===== config.mk =====
export PLATFORM = sky130hd
export DESIGN_NAME = time_set_ctrl
export DESIGN_NICKNAME = d
export VERILOG_FILES = /design/src/rtl/time_set_ctrl.sv
export SDC_FILE = /design/constraint.sdc
export NUM_CORES = 1
export LEC_CHECK = 0
export ABC_AREA = 1
export BUFFER_PORTS_ARGS = -buffer_cell sky130_fd_sc_hd__buf_4
export CORE_MARGIN = 2
export CORE_UTILIZATION = 56
export CTS_CLUSTER_SIZE = 24
export DETAILED_ROUTE_END_ITERATION = 10
export PLACE_DENSITY = 0.78
export SYNTH_ARGS = -nofsm -noshare
export SYNTH_HDL_FRONTEND = slang
export SYNTH_SLANG_ARGS = --single-unit
export TNS_END_PERCENT = 1

===== constraint.sdc =====
create_clock -name clk -period 2.06 [get_ports clk]
set_input_delay 0.309 -clock clk [delete_from_list [all_inputs] [get_ports clk]]
set_output_delay 0.309 -clock clk [all_outputs]
set_load 0.02 [all_outputs]

===== src/rtl/time_set_ctrl.sv =====
// Time-setting sequencer for the digital clock: RUN -> SET_HR -> SET_MIN -> RUN on the mode
// button, with increment pulses to the selected field, inactivity timeout, hold-to-repeat and blink.
module time_set_ctrl #(
    parameter int unsigned TIMEOUT_S = 10,
    parameter int unsigned REPEAT_S  = 2
) (
    input  logic       clk,
    input  logic       rst,
    input  logic       tick_1hz,
    input  logic       mode_btn,
    input  logic       inc_btn,
    output logic       sel,
    output logic       inc_pulse,
    output logic       set_active,
    output logic       blink,
    output logic [1:0] state
);

    typedef enum logic [1:0] {
        ST_RUN     = 2'b00,
        ST_SET_HR  = 2'b01,
        ST_SET_MIN = 2'b10,
        ST_BAD     = 2'b11
    } state_t;

    localparam logic [7:0] IDLE_LAST = 8'(TIMEOUT_S - 1);
    localparam logic [3:0] HOLD_MAX  = 4'(REPEAT_S);
    localparam logic [3:0] HOLD_LAST = 4'(REPEAT_S - 1);

    state_t      state_r, state_nxt_s;
    logic        sel_r, pulse_r, active_r, blink_r;
    logic        mode_q_r, inc_q_r, armed_r, pend_r;
    logic [7:0]  idle_r, idle_nxt_s;
    logic [3:0]  hold_r, hold_nxt_s;
    logic        mode_rise_s, inc_rise_s, in_set_s, timeout_s, chg_s;
    logic        pend_nxt_s, pulse_nxt_s, blink_nxt_s;

    function automatic state_t next_field(input state_t cur);
        case (cur)
            ST_RUN:     return ST_SET_HR;
            ST_SET_HR:  return ST_SET_MIN;
            ST_SET_MIN: return ST_RUN;
            default:    return ST_RUN;
        endcase
    endfunction

    // Next-state, increment, hold, idle and blink decisions for the coming edge.
    always_comb begin
        // armed_r masks the first cycle after reset so a button held through release gives no edge
        mode_rise_s = mode_btn & ~mode_q_r & armed_r;
        inc_rise_s  = inc_btn & ~inc_q_r & armed_r;
        in_set_s    = (state_r == ST_SET_HR) || (state_r == ST_SET_MIN);
        timeout_s   = in_set_s & tick_1hz & ~inc_rise_s & (idle_r == IDLE_LAST);
        state_nxt_s = state_r;
        pend_nxt_s  = 1'b0;

        // A simultaneous mode+inc edge in a set state defers the advance one clk so the
        // increment pulse still sees the old sel.
        if (state_r == ST_BAD) begin
            state_nxt_s = ST_RUN;
        end else if (pend_r) begin
            state_nxt_s = next_field(state_r);
        end else if (mode_rise_s) begin
            if (in_set_s && inc_rise_s) begin
                pend_nxt_s = 1'b1;
            end else begin
                state_nxt_s = next_field(state_r);
            end
        end else if (timeout_s) begin
            state_nxt_s = ST_RUN;
        end else begin
            state_nxt_s = state_r;
        end

        chg_s = (state_nxt_s != state_r);

        if (in_set_s && inc_rise_s) begin
            pulse_nxt_s = 1'b1;
        end else if (in_set_s && !chg_s && tick_1hz && inc_btn && (hold_r >= HOLD_LAST)) begin
            pulse_nxt_s = 1'b1;
        end else begin
            pulse_nxt_s = 1'b0;
        end

        if (chg_s || !inc_btn || inc_rise_s) begin
            hold_nxt_s = 4'd0;
        end else if (tick_1hz && (hold_r < HOLD_MAX)) begin
            hold_nxt_s = hold_r + 4'd1;
        end else begin
            hold_nxt_s = hold_r;
        end

        if (chg_s || mode_rise_s || inc_rise_s || !in_set_s) begin
            idle_nxt_s = 8'd0;
        end else if (tick_1hz) begin
            idle_nxt_s = idle_r + 8'd1;
        end else begin
            idle_nxt_s = idle_r;
        end

        if (state_nxt_s == ST_RUN) begin
            blink_nxt_s = 1'b0;
        end else if (chg_s) begin
            blink_nxt_s = 1'b1;
        end else if (tick_1hz) begin
            blink_nxt_s = ~blink_r;
        end else begin
            blink_nxt_s = blink_r;
        end
    end

    // State, counters, edge-detect history and registered outputs.
    always_ff @(posedge clk or posedge rst) begin
        if (rst) begin
            state_r  <= ST_RUN;
            sel_r    <= 1'b0;
            pulse_r  <= 1'b0;
            active_r <= 1'b0;
            blink_r  <= 1'b0;
            mode_q_r <= 1'b0;
            inc_q_r  <= 1'b0;
            armed_r  <= 1'b0;
            pend_r   <= 1'b0;
            idle_r   <= 8'd0;
            hold_r   <= 4'd0;
        end else begin
            state_r  <= state_nxt_s;
            sel_r    <= (state_nxt_s == ST_SET_HR);
            pulse_r  <= pulse_nxt_s;
            active_r <= (state_nxt_s == ST_SET_HR) || (state_nxt_s == ST_SET_MIN);
            blink_r  <= blink_nxt_s;
            mode_q_r <= mode_btn;
            inc_q_r  <= inc_btn;
            armed_r  <= 1'b1;
            pend_r   <= pend_nxt_s;
            idle_r   <= idle_nxt_s;
            hold_r   <= hold_nxt_s;
        end
    end

    assign state      = state_r;
    assign sel        = sel_r;
    assign inc_pulse  = pulse_r;
    assign set_active = active_r;
    assign blink      = blink_r;

endmodule


==> flow_summary.json <==
{
  "firstDrtPassIters": 4,
  "htree_num_levels": 1,
  "hold_class": "input port to flop",
  "dieHeight_um": 49.93,
  "pre_cts_ws_ps": 135.3,
  "whs_ps": 108.9,
  "crit_path_start_kind": "flop",
  "period_needed_ps": 1994,
  "p_sw_share_pct": 39.97,
  "clk_pin_slew_ps": 110,
  "start_util_pct": 59.60,
  "ant_nets": 0,
  "synth-seq-cells": 22,
  "fin_util_pct": 70.45,
  "drc": 0,
  "startpoint": "state[1]$_DFF_PP0_",
  "die_x_um": 49.93,
  "grt_antenna_before_repair": 0,
  "worstHoldStart": "mode_btn",
  "cp-end-kind": "flop",
  "totalWireLength_mm": 2.138,
  "cts_tree": "done",
  "reg2reg_from": "state[1]$_DFF_PP0_",
  "crit_type": "flop to flop",
  "synth_cell_types": 20,
  "crit_fanout": 4,
  "grt_pass1_wl_mm": 3.450,
  "setup_violations": 0,
  "core_area_um2": 1982,
  "track_usage_pct": 18.79,
  "totalPowerFinal_mw": 1.581,
  "cts_hold_buf": 0,
  "drv_slew": 0,
  "ys_seq_area_share_pct": 46.61,
  "die-area_um2": 2493,
  "max_freq_mhz": 501.4,
  "crit_arrival_ps": 2200,
  "grt_remaining_overflow": 0,
  "drive_above_1_share_pct": 22.73,
  "grt_util_met1_pct": 21.53,
  "clock_sinks": 22,
  "avgSynthCellArea_um2": 8.814,
  "post-route-period-util_pct": 96.81,
  "grt-busiest-layer": "met2",
  "vias": 932,
  "setup_slack_ps": 65.74,
  "viasPerCell": 5.149,
  "synth_area_um2": 1181,
  "finalWeightedCongestion": 0.8550,
  "area_growth_pct": 18.22,
  "clkLatencyLatePin_ps": 310,
  "cap_viol_max_count": 0,
  "crit_required_ps": 2260,
  "internal_power_mw": 0.9492,
  "pwr-share-seq_pct": 34.9,
  "dpl.hpwl_mm": 1.458,
  "grt_max_degree": 23,
  "power.switching_mw": 0.6319,
  "skew_ps": 2.874,
  "cts_buffers": 3,
  "first_global_vias": 836,
  "grt_use_met3_pct": 3.636,
  "use_met2_pct": 33.56,
  "ir_worst_vdd_v": 0.0007609,
  "nNetsFinal": 170,
  "synthCells": 134,
  "leakage_nw": 0.6863,
  "portBuffers": 10,
  "num_rows": 16,
  "slew-limit-headroom_pct": 46.15,
  "clkPwrFrac_pct": 14.7,
  "io_pins": 11,
  "comb_power_share_pct": 50.3,
  "outcome": "finished, final reports clean",
  "hold_viol": 0,
  "synthesis.nets": 149,
  "clockRootBuffer": "clkbuf_4",
  "first_iter_violations": 15,
  "cts_max_path_buffers": 2,
  "tightest_slew_ps": 806.8,
  "power_density_nw_per_um2": 1132,
  "yosysWarnings": 0,
  "post_drt_wl_per_cell_um": 11.81,
  "num_antenna_cells": 0,
  "fillerInstances": 140
}
## per-layer routing
metal	wire length, um	part of all wire (%)	vias up
li1	-	-	455
met5	0	0	-
met2	1068	50	15
met3	58	2.7	7
met4	59	2.8	0
met1	951	44	455
## final cells by class
| type | count | area, um2 | share of cell area [%] |
|---|---|---|---|
| Inverter | 22 | 82.58 | 5.914 |
| Clock buffer | 4 | 36.28 | 2.599 |
| Multi-Input combinational cell | 89 | 565.5 | 40.50 |
| Sequential cell | 22 | 550.5 | 39.43 |
| Timing Repair Buffer | 17 | 127.6 | 9.140 |
| Tap cell | 27 | 33.78 | 2.419 |
## cells in the mapped netlist (all sizes together)
master	instances	area [um2]
a21oi	1	8.760
conb	1	3.750
dfrtp	22	550.5
nand2	25	101.4
xor2	5	43.79
xnor2	3	26.28
nor3b	1	7.510
nor2	23	91.34
buf	1	7.510
o21bai	1	7.510
ha	10	125.1
o21ai	2	10.01
inv	22	82.58
nand3	10	50.05
a31oi	2	12.51
nand4	5	52.55
## worst paths after layout
path                            depth (start not counted)  slack (ps)                    end
worst max-delay path                                   12          70    inc_pulse$_DFF_PP0_
worst min-delay path                                    1         110     mode_q_r$_DFF_PP0_
worst max register to register                         12          70    inc_pulse$_DFF_PP0_
worst min register to register                          2         510  hold_r[3]$_DFFE_PP0P_
max in group asynchronous                               2        1410  hold_r[2]$_DFFE_PP0P_
min in group asynchronous                               2         150  hold_r[1]$_DFFE_PP0P_
## power by group through the flow
stage / Sequential [mW] / Combinational (mW) / Clock, mW
final: 0.552 / 0.796 / 0.233
after CTS: 0.551 / 0.665 / 0.240
after global placement: 0.558 / 0.638 / 0
after floorplan: 0.629 / 0.383 / 0
after detailed placement: 0.559 / 0.650 / 0
after global routing: 0.558 / 0.885 / 0.255
## sequential cells by signal, summed over array words and instances (netlist names)
signal and count:
state 2, idle_r 8, inc_pulse 1, hold_r 4, pend_r 1, armed_r 1
mode_q_r 1, inc_q_r 1, sel 1, blink 1, set_active 1
## metrics by stage
stage,cells,instance area [um2],TNS [ps]
3_5_place_dp,172,1297,0
3_3_place_gp,172,1297,0
6_report,181,1396,0
5_1_grt,181,1396,-153.5
2_1_floorplan,134,1181,0
4_1_cts,176,1334,0
## what timing repair did
action / in CTS / in global routing
hold endpoints to repair: 0 / 0
setup buffers: 0 / 5
resized for setup: 0 / 6
setup endpoints to repair: 0 / 14
## placed cells by master, fill, tap and decap left out, types with 2 or more instances in the layout
cell type	n
xor2_1	5
o21ai_0	2
nand4_1	3
nor2_2	6
buf_4	17
ha_1	9
clkbuf_4	3
dfrtp_1	22
inv_1	22
nand3_1	10
a31oi_1	2
xnor2_1	3
nor2_1	17
nand2_1	21
nand2_2	4
## cells by family after synthesis
group,after synthesis,share of synthesized area (%)
fa+ha+maj,10,10.59
compound gates,6,3.284
buf+inv,23,7.627
simple gates,64,25.64
other cells,1,0.3175
flops,22,46.61
xor+xnor,8,5.932
## critical path, stage by stage, from the launching register on
cell,delay (ps)
dfrtp_1,380
inv_1,100
ha_4,300
nand4_1,170
a21oi_2,200
nand3_1,100
nand2_1,120
nand2_2,70
nand2_1,90
nand2_2,110
buf_4,150
nand4_1,50
nand2_1,60
Power figures use the tool's default switching activity.
